`src/rtl/conv_pkg.sv`:
```
// Shared state encoding and sizing helpers for the convolution window controller.
package conv_pkg;

   localparam logic [2:0] ST_IDLE   = 3'd0;
   localparam logic [2:0] ST_LOAD_W = 3'd1;
   localparam logic [2:0] ST_PRIME  = 3'd2;
   localparam logic [2:0] ST_RUN    = 3'd3;
   localparam logic [2:0] ST_DONE   = 3'd4;

   typedef enum logic [2:0] {
      IDLE   = ST_IDLE,
      LOAD_W = ST_LOAD_W,
      PRIME  = ST_PRIME,
      RUN    = ST_RUN,
      DONE   = ST_DONE
   } conv_state_e;

   // Legal output windows produced by one frame.
   function automatic int win_count(input int kern_dim, input int img_w, input int img_h);
      return (img_h - kern_dim + 32'sd1) * (img_w - kern_dim + 32'sd1);
   endfunction

   // Counter width that never collapses to zero bits.
   function automatic int clog2_min1(input int n);
      return (n > 32'sd1) ? $clog2(n) : 32'sd1;
   endfunction

endpackage

```
`src/rtl/conv_pos_cnt.sv`:
```
// Raster row/column tracker; o_wrap flags the final pixel position of the frame.
module conv_pos_cnt
   import conv_pkg::*;
#(
   parameter int IMG_W = 28,
   parameter int IMG_H = 28,
   parameter int COL_W = clog2_min1(IMG_W),
   parameter int ROW_W = clog2_min1(IMG_H)
) (
   input  logic             clk,
   input  logic             reset,
   input  logic             i_clr,
   input  logic             i_en,
   output logic [COL_W-1:0] o_col,
   output logic [ROW_W-1:0] o_row,
   output logic             o_wrap
);

   localparam logic [COL_W-1:0] COL_LAST = COL_W'(IMG_W - 1);
   localparam logic [ROW_W-1:0] ROW_LAST = ROW_W'(IMG_H - 1);

   logic [COL_W-1:0] r_col;
   logic [ROW_W-1:0] r_row;
   logic             w_col_end;
   logic             w_row_end;

   assign w_col_end = (r_col == COL_LAST);
   assign w_row_end = (r_row == ROW_LAST);

   // Column steps per enabled cycle; row steps on column wrap, both wrap at frame end.
   always_ff @(posedge clk or negedge reset) begin
      if (!reset) begin
         r_col <= '0;
         r_row <= '0;
      end else if (i_clr) begin
         r_col <= '0;
         r_row <= '0;
      end else if (i_en) begin
         if (w_col_end) begin
            r_col <= '0;
            r_row <= w_row_end ? '0 : r_row + ROW_W'(1'b1);
         end else begin
            r_col <= r_col + COL_W'(1'b1);
         end
      end
   end

   assign o_col  = r_col;
   assign o_row  = r_row;
   assign o_wrap = w_col_end && w_row_end;

endmodule

```
`src/rtl/conv_window_ctrl.sv`:
```
// Convolution window controller: weight load, line-buffer priming and window-valid strobes.
// Optional feature: define FRAME_CNT_EN to add the 16-bit completed-frame counter output frame_cnt.
module conv_window_ctrl
   import conv_pkg::*;
#(
   parameter int KERN_DIM = 3,
   parameter int IMG_W    = 28,
   parameter int IMG_H    = 28,
   localparam int WA_W    = clog2_min1(KERN_DIM * KERN_DIM)
) (
   input  logic            clk,
   input  logic            reset,
   input  logic            start,
   input  logic            reuse_w,
   input  logic            w_valid,
   input  logic            pix_valid,
   output logic            pix_ready,
   output logic            write_weights,
   output logic [WA_W-1:0] w_addr,
   output logic            shift_en,
   output logic            win_valid,
   output logic            busy,
`ifdef FRAME_CNT_EN
   output logic [15:0]     frame_cnt,
`endif
   output logic            done
);

   localparam int COL_W = clog2_min1(IMG_W);
   localparam int ROW_W = clog2_min1(IMG_H);
   localparam logic [WA_W-1:0]  W_LAST    = WA_W'(KERN_DIM * KERN_DIM - 1);
   localparam logic [COL_W-1:0] WIN_COL0  = COL_W'(KERN_DIM - 1);
   localparam logic [ROW_W-1:0] WIN_ROW0  = ROW_W'(KERN_DIM - 1);
   // Priming ends on pixel (KERN_DIM-1, KERN_DIM-2); a 1x1 kernel needs no priming at all.
   localparam logic [COL_W-1:0] PRIME_COL = COL_W'((KERN_DIM > 1) ? KERN_DIM - 2 : 0);
   localparam bit               PRIME_EMPTY = (KERN_DIM == 1);

   if (KERN_DIM < 1 || KERN_DIM > IMG_W || KERN_DIM > IMG_H) begin : g_bad_geometry
      $error("conv_window_ctrl: KERN_DIM must lie in 1..min(IMG_W, IMG_H)");
   end

   conv_state_e      r_state;
   conv_state_e      w_next;
   logic [WA_W-1:0]  r_w_addr;
   logic             r_win_valid;
   logic             w_pix_phase;
   logic             w_accept;
   logic             w_win_pos;
   logic             w_prime_end;
   logic             w_frame_end;
   logic [COL_W-1:0] w_col;
   logic [ROW_W-1:0] w_row;

   assign w_pix_phase = (r_state == PRIME) || (r_state == RUN);
   assign w_accept    = pix_valid && w_pix_phase;
   assign w_win_pos   = (w_row >= WIN_ROW0) && (w_col >= WIN_COL0);
   assign w_prime_end = (w_row == WIN_ROW0) && (w_col == PRIME_COL);

   conv_pos_cnt #(
      .IMG_W (IMG_W),
      .IMG_H (IMG_H),
      .COL_W (COL_W),
      .ROW_W (ROW_W)
   ) u_pos (
      .clk    (clk),
      .reset  (reset),
      .i_clr  (r_state == IDLE),
      .i_en   (w_accept),
      .o_col  (w_col),
      .o_row  (w_row),
      .o_wrap (w_frame_end)
   );

   // Next-state selection and the weight write strobe.
   always_comb begin
      w_next        = r_state;
      write_weights = 1'b0;
      case (r_state)
         IDLE: begin
            if (start) w_next = reuse_w ? PRIME : LOAD_W;
            else       w_next = IDLE;
         end
         LOAD_W: begin
            write_weights = w_valid;
            if (w_valid && (r_w_addr == W_LAST)) w_next = PRIME;
            else                                 w_next = LOAD_W;
         end
         PRIME: begin
            if (w_accept && w_frame_end)                       w_next = DONE;
            else if (PRIME_EMPTY || (w_accept && w_prime_end)) w_next = RUN;
            else                                               w_next = PRIME;
         end
         RUN: begin
            if (w_accept && w_frame_end) w_next = DONE;
            else                         w_next = RUN;
         end
         DONE:    w_next = IDLE;
         default: w_next = IDLE;
      endcase
   end

   // State register and weight address, which wraps back to 0 after the last word.
   always_ff @(posedge clk or negedge reset) begin
      if (!reset) begin
         r_state  <= IDLE;
         r_w_addr <= '0;
      end else begin
         r_state <= w_next;
         if (write_weights) r_w_addr <= (r_w_addr == W_LAST) ? '0 : r_w_addr + WA_W'(1'b1);
      end
   end

   // A window is valid the cycle after its bottom-right pixel is accepted.
   always_ff @(posedge clk or negedge reset) begin
      if (!reset) r_win_valid <= 1'b0;
      else        r_win_valid <= w_accept && w_win_pos;
   end

`ifdef FRAME_CNT_EN
   logic [15:0] r_frame_cnt;

   // Completed frames, wrapping naturally at 16 bits.
   always_ff @(posedge clk or negedge reset) begin
      if (!reset)                r_frame_cnt <= 16'd0;
      else if (r_state == DONE)  r_frame_cnt <= r_frame_cnt + 16'd1;
   end

   assign frame_cnt = r_frame_cnt;
`endif

   assign pix_ready = w_pix_phase;
   assign shift_en  = w_accept;
   assign w_addr    = r_w_addr;
   assign win_valid = r_win_valid;
   assign busy      = (r_state != IDLE);
   assign done      = (r_state == DONE);

endmodule
```
`config.mk`:
```
export PLATFORM = sky130hd
export DESIGN_NAME = conv_window_ctrl
export DESIGN_NICKNAME = d
export VERILOG_FILES = /design/src/rtl/conv_pkg.sv /design/src/rtl/conv_pos_cnt.sv /design/src/rtl/conv_window_ctrl.sv
export SDC_FILE = /design/constraint.sdc
export NUM_CORES = 1
export LEC_CHECK = 0
export CORE_ASPECT_RATIO = 1.5
export CORE_MARGIN = 2
export CORE_UTILIZATION = 31
export CTS_CLUSTER_SIZE = 8
export DETAILED_ROUTE_END_ITERATION = 8
export HOLD_SLACK_MARGIN = 0.03
export PLACE_DENSITY = 0.62
export SLEW_MARGIN = 30
export SYNTH_ARGS = -nofsm -noshare
export SYNTH_HDL_FRONTEND = slang
export SYNTH_SLANG_ARGS = --single-unit
```
`constraint.sdc`:
```
create_clock -name clk -period 1.4 [get_ports clk]
set_clock_uncertainty 0.05 [all_clocks]
set_input_delay 0.28 -clock clk [delete_from_list [all_inputs] [get_ports clk]]
set_output_delay 0.28 -clock clk [all_outputs]
set_load 0.02 [all_outputs]
```
After elaboration in Yosys (flattened, before gate mapping):

Index checks and enable logic that the tools add are counted.

* word-level logic and storage cells: 49
* bits of input ports: 6
* flip-flop bits (word level): 18

* equal/unequal tests: 9
* reductions and logical operators: 14
* multiplexer cells: 16
* add/sub/neg operators: 3
* magnitude comparators: 2

Operator list (number)
* 5-bit 2-to-1 mux: 7
* 3-bit case mux with 4 select lines: 1
* 5-bit by 1-bit adder with 5-bit output, second input constant: 2
* 5-bit == test, second input constant: 2
* 5-bit by 2-bit >= comparator with 1-bit output, second input constant: 2
* 1-bit logical AND: 8
* 3-bit by 2-bit == test with 1-bit output, second input constant: 2
* 2-bit 2-to-1 mux: 3
* 3-bit 2-to-1 mux: 2
* 5-bit by 1-bit == test with 1-bit output, second input constant: 1
* 5-bit by 2-bit == test with 1-bit output, second input constant: 1
* 4-bit by 1-bit adder with 4-bit output, second input constant: 1
* 4-bit == test, second input constant: 1
* 4-bit 2-to-1 mux: 1
* 2-bit nonzero test: 2
* 3-bit by 1-bit == test with 1-bit output, second input constant: 1
* 3-bit == test, second input constant: 1
* 3-bit zero test: 1
* 3-bit nonzero test: 1
* 1-bit 2-to-1 mux: 2
* 2-bit AND reduction: 1
* 1-bit logical OR: 1

Depth between registers and ports, before layout:

* depth after elaboration: 7
* mapped depth: 5

Hierarchy:

Synthesis repeated with hierarchy kept, for this count alone.

* cells, all modules: 108
* area, all modules: 1047.3 µm²

Modules (own cells, without submodules)
* conv_pos_cnt: instances 1, cells each 56, area an instance 564.3 µm²
* conv_window_ctrl: instances 1, cells each 52, area an instance 483.0 µm²

Worst setup path before layout:

Ideal clock, no wire load.

* kind: reg-to-reg
* start: register u_pos.r_col[0] (netlist: u_pos.o_col[0])
* end: register u_pos.r_row[2] (netlist: u_pos.o_row[2])
* setup slack: -0.092 ns
* required time: 1.273 ns
* library setup time: 0.077 ns
* arrival time: 1.364 ns
* stages on the path, launching flop included: 5
* path through: dfrtp_1 > ha_1 > nand4b_2 > or4_1 > a21oi_1

* longest elaborated chain between the ends: 3

RTL lines
* start: declaration: line conv_pos_cnt.sv:22 `logic [COL_W-1:0] r_col;`
* start signal: assignment: line conv_pos_cnt.sv:43 `r_col <= r_col + COL_W'(1'b1);`
* 5-bit == test: line conv_pos_cnt.sv:27 `assign w_col_end = (r_col == COL_LAST);`
* 2-bit nonzero test (no line)
* 2-bit AND reduction (no line)
* end signal: assignment: line conv_pos_cnt.sv:41 `r_row <= w_row_end ? '0 : r_row + ROW_W'(1'b1);`
* end: declaration: line conv_pos_cnt.sv:23 `logic [ROW_W-1:0] r_row;`

Every way passes these cells.
A chain may end at the register's enable or synchronous reset.

Worst setup path after layout:

Ends and elaborated chain as after synthesis.

==> reports/qor.csv <==
metric,value,unit
XOR/XNOR Fraction of Synth Area,0.8363,%
Post-synth EDFFs,0,
TritonCTS clock tree,done,
largest cells by area after synthesis,"dfrtp_1 (43%), ha_1 (8.4%), inv_1 (4.7%)",
asr flop ratio synth,100.0,%
final WL,3454,um
GPL Wtd Cong,0.8013,
global-route wire length before repair,5154,um
CP Capture Type,flop,
outcome,"finished, violations left",
largest net degree at the start of global routing,19,
critical path class,flop to flop,
Syn. warnings,0,
Post-Synth Simple-Gate Area,25.09,%
layout cell share with drive strength beyond 1,50.85,%
CP max stage cell,dfrtp_1,
post-DP HPWL,2181,um
top-count cell post-synth,dfrtp_1,
register area share after synthesis,43.01,%
cell count of the worst reg-to-reg path,5,
fmax,607.0,MHz
Critical Path AT,1.73,ns
crit-path max cell delay,0.40,ns
syn nets,123,
IO buf count,15,
CTS buffer count,3,
Vias/cell,5.295,
largest area contributor in the netlist,dfrtp_1,
Mapped Area,1047,um^2
setup repair after global routing missed its margin,true,
Max Slew Vio Count,0,
Slew headroom,71.80,%
Hold WC Path Type,input port to asynchronous set/reset pin,
nets,191,
Post-CTS Hold Fix Bufs,0,
share of the synthesized area in the top cell type,43.01,%
CP bufs+invs,1,
adder-cell share of the synthesized area,8.363,%
startpoint types,flop,
worst r2r dst,u_pos.o_row[2]$_DFFE_PN0P_,
Mean Syn Cell Area,9.520,um^2
Max clock buf depth,2,
Reg2Reg Launch Point,u_pos.o_col[0]$_DFFE_PN0P_,
worst-margin pin slew,0.4195,ns
cell family with most CP delay,compound AO/OA/AOI/OAI gates,
static leakage,0.8864,nW
DRT Pass-1 Iters,4,
most frequent cells after synthesis,"dfrtp_1 (18), inv_1 (13), ha_1 (7), nand2_1 (7)",
total number of vias,1149,
vias in the first global route,1147,
ys flop type,dfrtp_1,
ant diodes,0,
grt total ovfl,0,
Clock transition at path regs,0.08,ns
die width,51.46,um
WL per Instance,15.92,um
GRT Resource Usage Total,17.87,%
fill count,263,
Tcrit/Tclk final,117.7,%
die height,75.19,um
root buf cell,clkbuf_8,
"Clk Latency, worst-skew pair",0.26,ns
H-tree depth,1,
Top Ports,16,
Synth cell types,34,
Max Cap Viol,0,
Hold WS,0.2911,ns
Synth Area in Compound Gates,15.05,%
Routed Antenna Nets,0,
Placement Setup Slack,-0.5321,ns
crit path cell chain,ha_4 > nand4b_4 > buf_4 > o31ai_1 > a21oi_2,
Peak VDD IR,0.0009103,V
# clock sinks,18,
Initial Util,32.82,%
CP Data Required Time,1.48,ns
final setup fails,15,
CORE AREA,3191,um^2
PD cells,1476,nW/um^2
fin crit period,1.648,ns
min setup slack post-route,-0.2475,ns
Multi-input gate area,728.2,um^2
Fin. Hold Viols,0,
Die ar.,3869,um^2
Row Count,25,
crit-path max FO,5,
largest family of logic cells by synthesized area,simple AND/OR/NAND/NOR gates,
antenna violations before repair,0,
r2r setup slk,-0.25,ns
failing checks,setup timing,
DRC errors left,0,
DRT iter0 DRCs,50,
area delta synth->final,82.32,%
register bit total from synthesis,18,
FF+latch area,455.4,um^2
multiplexer share of the synthesized area,2.031,%
cells after synthesis,110,
==> report_power, final <==
group / switching (W) / total (W) / internal [W]
clock: 0.000196 / 0.000446 / 0.000250
sequential: 0.000162 / 0.000822 / 0.000660
combinational: 0.000747 / 0.00155 / 0.000802
==> per-layer routing <==
layer	vias up	global-route usage (%)	share of wire (%)
met5	-	0	0
met1	557	18.30	36
met3	15	2.778	3.3
met2	38	33.48	56
li1	539	-	-
met4	0	10.82	4.6
==> cells in the final DEF (no fill, tap or decap), drive strengths merged, types with 3 or more instances in the layout <==
| cell | synthesis | layout |
|---|---|---|
| buf | 2 | 54 |
| dfrtp | 18 | 18 |
| inv | 13 | 13 |
| nand2 | 7 | 7 |
| nor3 | 7 | 7 |
| ha | 7 | 7 |
| dlygate4sd2 | 0 | 6 |
| nand3 | 6 | 6 |
| a21oi | 6 | 6 |
| o21ai | 5 | 5 |
| nor2 | 5 | 5 |
| nand3b | 4 | 4 |
| clkbuf | 0 | 4 |
| clkdlybuf4s50 | 0 | 4 |
| o211ai | 3 | 3 |
| nand4b | 2 | 3 |
==> registers in the layout (all words and copies together) (netlist names) <==
| name | cells |
|---|---|
| u_pos.o_col | 5 |
| u_pos.o_row | 5 |
| w_addr | 4 |
| win_valid | 1 |
| r_state | 3 |
==> how the worst max path moves through the flow <==
stage	from	cells after the start	to
after floorplan	u_pos.o_col[0]$_DFFE_PN0P_	4	u_pos.o_row[2]$_DFFE_PN0P_
after global placement	w_valid	4	write_weights
after detailed placement	w_valid	4	write_weights
after CTS	u_pos.o_row[0]$_DFFE_PN0P_	4	u_pos.o_row[0]$_DFFE_PN0P_
after global routing	u_pos.o_col[0]$_DFFE_PN0P_	4	u_pos.o_row[1]$_DFFE_PN0P_
final	u_pos.o_col[0]$_DFFE_PN0P_	5	u_pos.o_row[2]$_DFFE_PN0P_
==> per-stage QoR <==
step	setup TNS, ns	utilization, %	power [W]	cell area, um^2	std cells
after floorplan	-0.1866	-	0.001363	1079	110
after global placement	-5.456	46.63	0.001960	1488	193
after detailed placement	-5.930	46.63	0.001999	1488	193
after CTS	-1.268	53.18	0.002592	1697	205
after global routing	-2.467	59.84	0.002972	1909	217
final	-1.862	59.84	0.002818	1909	217
==> cells by family (layout without fill, tap and decap cells) <==
family	count (synthesis)	after routing
AOI/OAI and AO/OA	24	24
xor gates and xnor gates	1	1
adders and majority gates	7	7
buffers and inverters	15	81
DFF	18	18
muxes	2	2
and+or+nand+nor	43	44
==> timing repair <==
action | CTS | global route
setup endpoints to repair | 20 | 17
gates resized for setup | 57 | 26
setup buffers | 7 | 13
gates cloned | 1 | 0
pin swaps | 5 | 17
==> layout make-up <==
type                       instances  area share, %
clock buffer                       4          2.883
inverter                          13          2.687
multi-input combinational         78          38.14
sequential                        18          23.85
tap                               40          2.621
timing repair buffer              64          29.82
(Power assumes the default switching activity.)
==> RTL change: new RTL, config.mk and constraints unchanged <==
Set the parameter `KERN_DIM` to 2 (it was 3).
--- a/src/rtl/conv_window_ctrl.sv
+++ b/src/rtl/conv_window_ctrl.sv
@@ -5,3 +5,3 @@
 #(
-   parameter int KERN_DIM = 3,
+   parameter int KERN_DIM = 2,
    parameter int IMG_W    = 28,
Ports: changed (resized w_addr); port bits go from 16 to 14. No check against the original RTL was run, so the function may have changed too.
==> RTL change against the original RTL <==
- the flow still finishes with violations (negative setup slack)
- sequential cell count decreased by 2
- synthesized cell count decreased by 14%
- die area decreased by 9.7%
- routed wire length decreased by 27%
- synthesized area decreased by 10%
- first-iteration DRC count decreased by 42%
- worst setup slack improved by 98 ps
- design area decreased by 20%
- non-clock buffer count decreased by 20
- critical path type is now input pin to flop
Power is not compared: it rests on default switching activity, and its combinational part moved more than twofold at a synthesized area within 25%.
==> RTL change: results (changes against the original RTL) <==
metric,value,unit,change
postLayoutSetupSlackWorst,-149,ps,was -248 ps
yosys.area_share.xor_xnor,0,%,was 0.836%
placed_cells_incl_taps,164,,was 193
synth.top_cells.by_count,"sky130_fd_sc_hd__dfrtp_1 (16), sky130_fd_sc_hd__nand2_1 (10)",,"was sky130_fd_sc_hd__dfrtp_1 (18), sky130_fd_sc_hd__inv_1 (13), sky130_fd_sc_hd__ha_1 (7), sky130_fd_sc_hd__nand2_1 (7)"
post_synth_fa_ha_maj_area_fraction,8.00,%,was 8.36%
setup_viols_final,11,,was 15
first_global_vias,935,,was 1147
dpl_cell_area,1260,um^2,was 1490 um^2
antenna_found_initial,0,,unchanged
worst_setup_hold_path_clk_slew,60,ps,was 80 ps
setup_slack_after_placement,-532,ps,about the same
final_net_count,154,,was 191
synth_mux_area_share,5.60,%,was 2.03%
detail_route.vias_per_cell,5.02,,was 5.29
filler_cell_count,285,,was 263
failing_checks,negative setup slack,,unchanged
result_of_the_run,"complete, but fails checks",,unchanged
post_synth_main_area_contributors,"sky130_fd_sc_hd__dfrtp_1 (43%), sky130_fd_sc_hd__ha_1 (8.0%), sky130_fd_sc_hd__nand2_1 (4.0%), sky130_fd_sc_hd__a21oi_1 (3.2%), sky130_fd_sc_hd__mux2i_1 (3.2%)",,"was sky130_fd_sc_hd__dfrtp_1 (43%), sky130_fd_sc_hd__ha_1 (8.4%), sky130_fd_sc_hd__inv_1 (4.7%), sky130_fd_sc_hd__a21oi_1 (2.9%), sky130_fd_sc_hd__nand3_1 (2.9%)"
antenna-diode-count,0,,unchanged
globalRouteMet2Util,27.2,%,was 33.5%
grt_first_pass_wirelength,4.04,mm,was 5.15 mm
ys.warnings.count,0,,unchanged
synth_sequential_area_ratio,42.7,%,was 43.0%
avgSynthCellArea,9.88,um^2,was 9.52 um^2
globalRouteMet1Util,16.3,%,was 18.3%
drive_above_1_share,46.4,%,was 50.8%
synthesis.nets,107,,was 123
detailedRoute.firstIterationViolations,29,,was 50
gpl.final_weighted_congestion,0.797,,was 0.801
max_stage_delay_cell_worst_path,sky130_fd_sc_hd__or4_4,,was sky130_fd_sc_hd__dfrtp_1
timing.critical_path.slowest_cell_delay,510,ps,was 400 ps
critPathMaxFanout,9,,was 5
detailroute.via_count,898,,was 1149
grt_max_degree,17,,was 19
use_met3,2.29,%,was 2.78%
tightestPinTransition,288,ps,was 419 ps
compound_gate_portion_of_the_synthesized_area,12.3,%,was 15.1%
routed_wl_per_cell,14.2,um,was 15.9 um
top_delay_family_on_crit_path,buffers and inverters,,was compound AO/OA/AOI/OAI gates
groute.usage.overall,14.8,%,was 17.9%
[RTL change: per-stage QoR]
| stage | hold WS (ps) | setup TNS (ps) |
|---|---|---|
| after floorplan | -65.6 | -294 |
| after global placement | 478 | -4610 |
| after detailed placement | 493 | -4850 |
| after CTS | 299 | -880 |
| after global routing | 321 | -1620 |
| final | 293 | -909 |
[RTL change: path summary, 6_finish.rpt]
| check | end | slack, ps | start | cells after the start |
|---|---|---|---|---|
| worst max-delay path | u_pos.o_row[3]$_DFFE_PN0P_ | -150 | pix_valid | 5 |
| worst min-delay path | w_addr[1]$_DFFE_PN0P_ | 290 | reset | 2 |
| worst max register to register | u_pos.o_row[3]$_DFFE_PN0P_ | -150 | r_state[2]$_DFF_PN0_ | 4 |
| worst min register to register | w_addr[1]$_DFFE_PN0P_ | 500 | w_addr[1]$_DFFE_PN0P_ | 1 |
| max in group asynchronous | r_state[1]$_DFF_PN0_ | 800 | reset | 2 |
| min in group clk | w_addr[1]$_DFFE_PN0P_ | 500 | w_addr[1]$_DFFE_PN0P_ | 1 |
[RTL change: final cells by class]
cell class,instances,area (um^2),share of cell area (%)
Timing Repair Buffer,44,400,26.4
Clock buffer,3,41.3,2.72
Multi-Input combinational cell,69,593,39.0
Tap cell,39,48.8,3.21
Inverter,8,31.3,2.06
Sequential cell,16,404,26.6
[RTL change: per-layer routing]
metal	vias up	wire, um
met4	0	89
li1	438	-
met2	22	1420
met1	429	953
met5	-	0
met3	9	69
[RTL change: report_power, final]
group          switching, mW  total, mW  internal, mW
registers             0.0611      0.614         0.553
logic                  0.326      0.670         0.344
clock network          0.164      0.355         0.191
[RTL change: what timing repair did]
item                                    CTS  global route
buffers inserted                          3             9
pin swaps                                 2             8
gates resized for setup                  39            26
hold buffers                              0             0
endpoints found under the setup margin   18            17
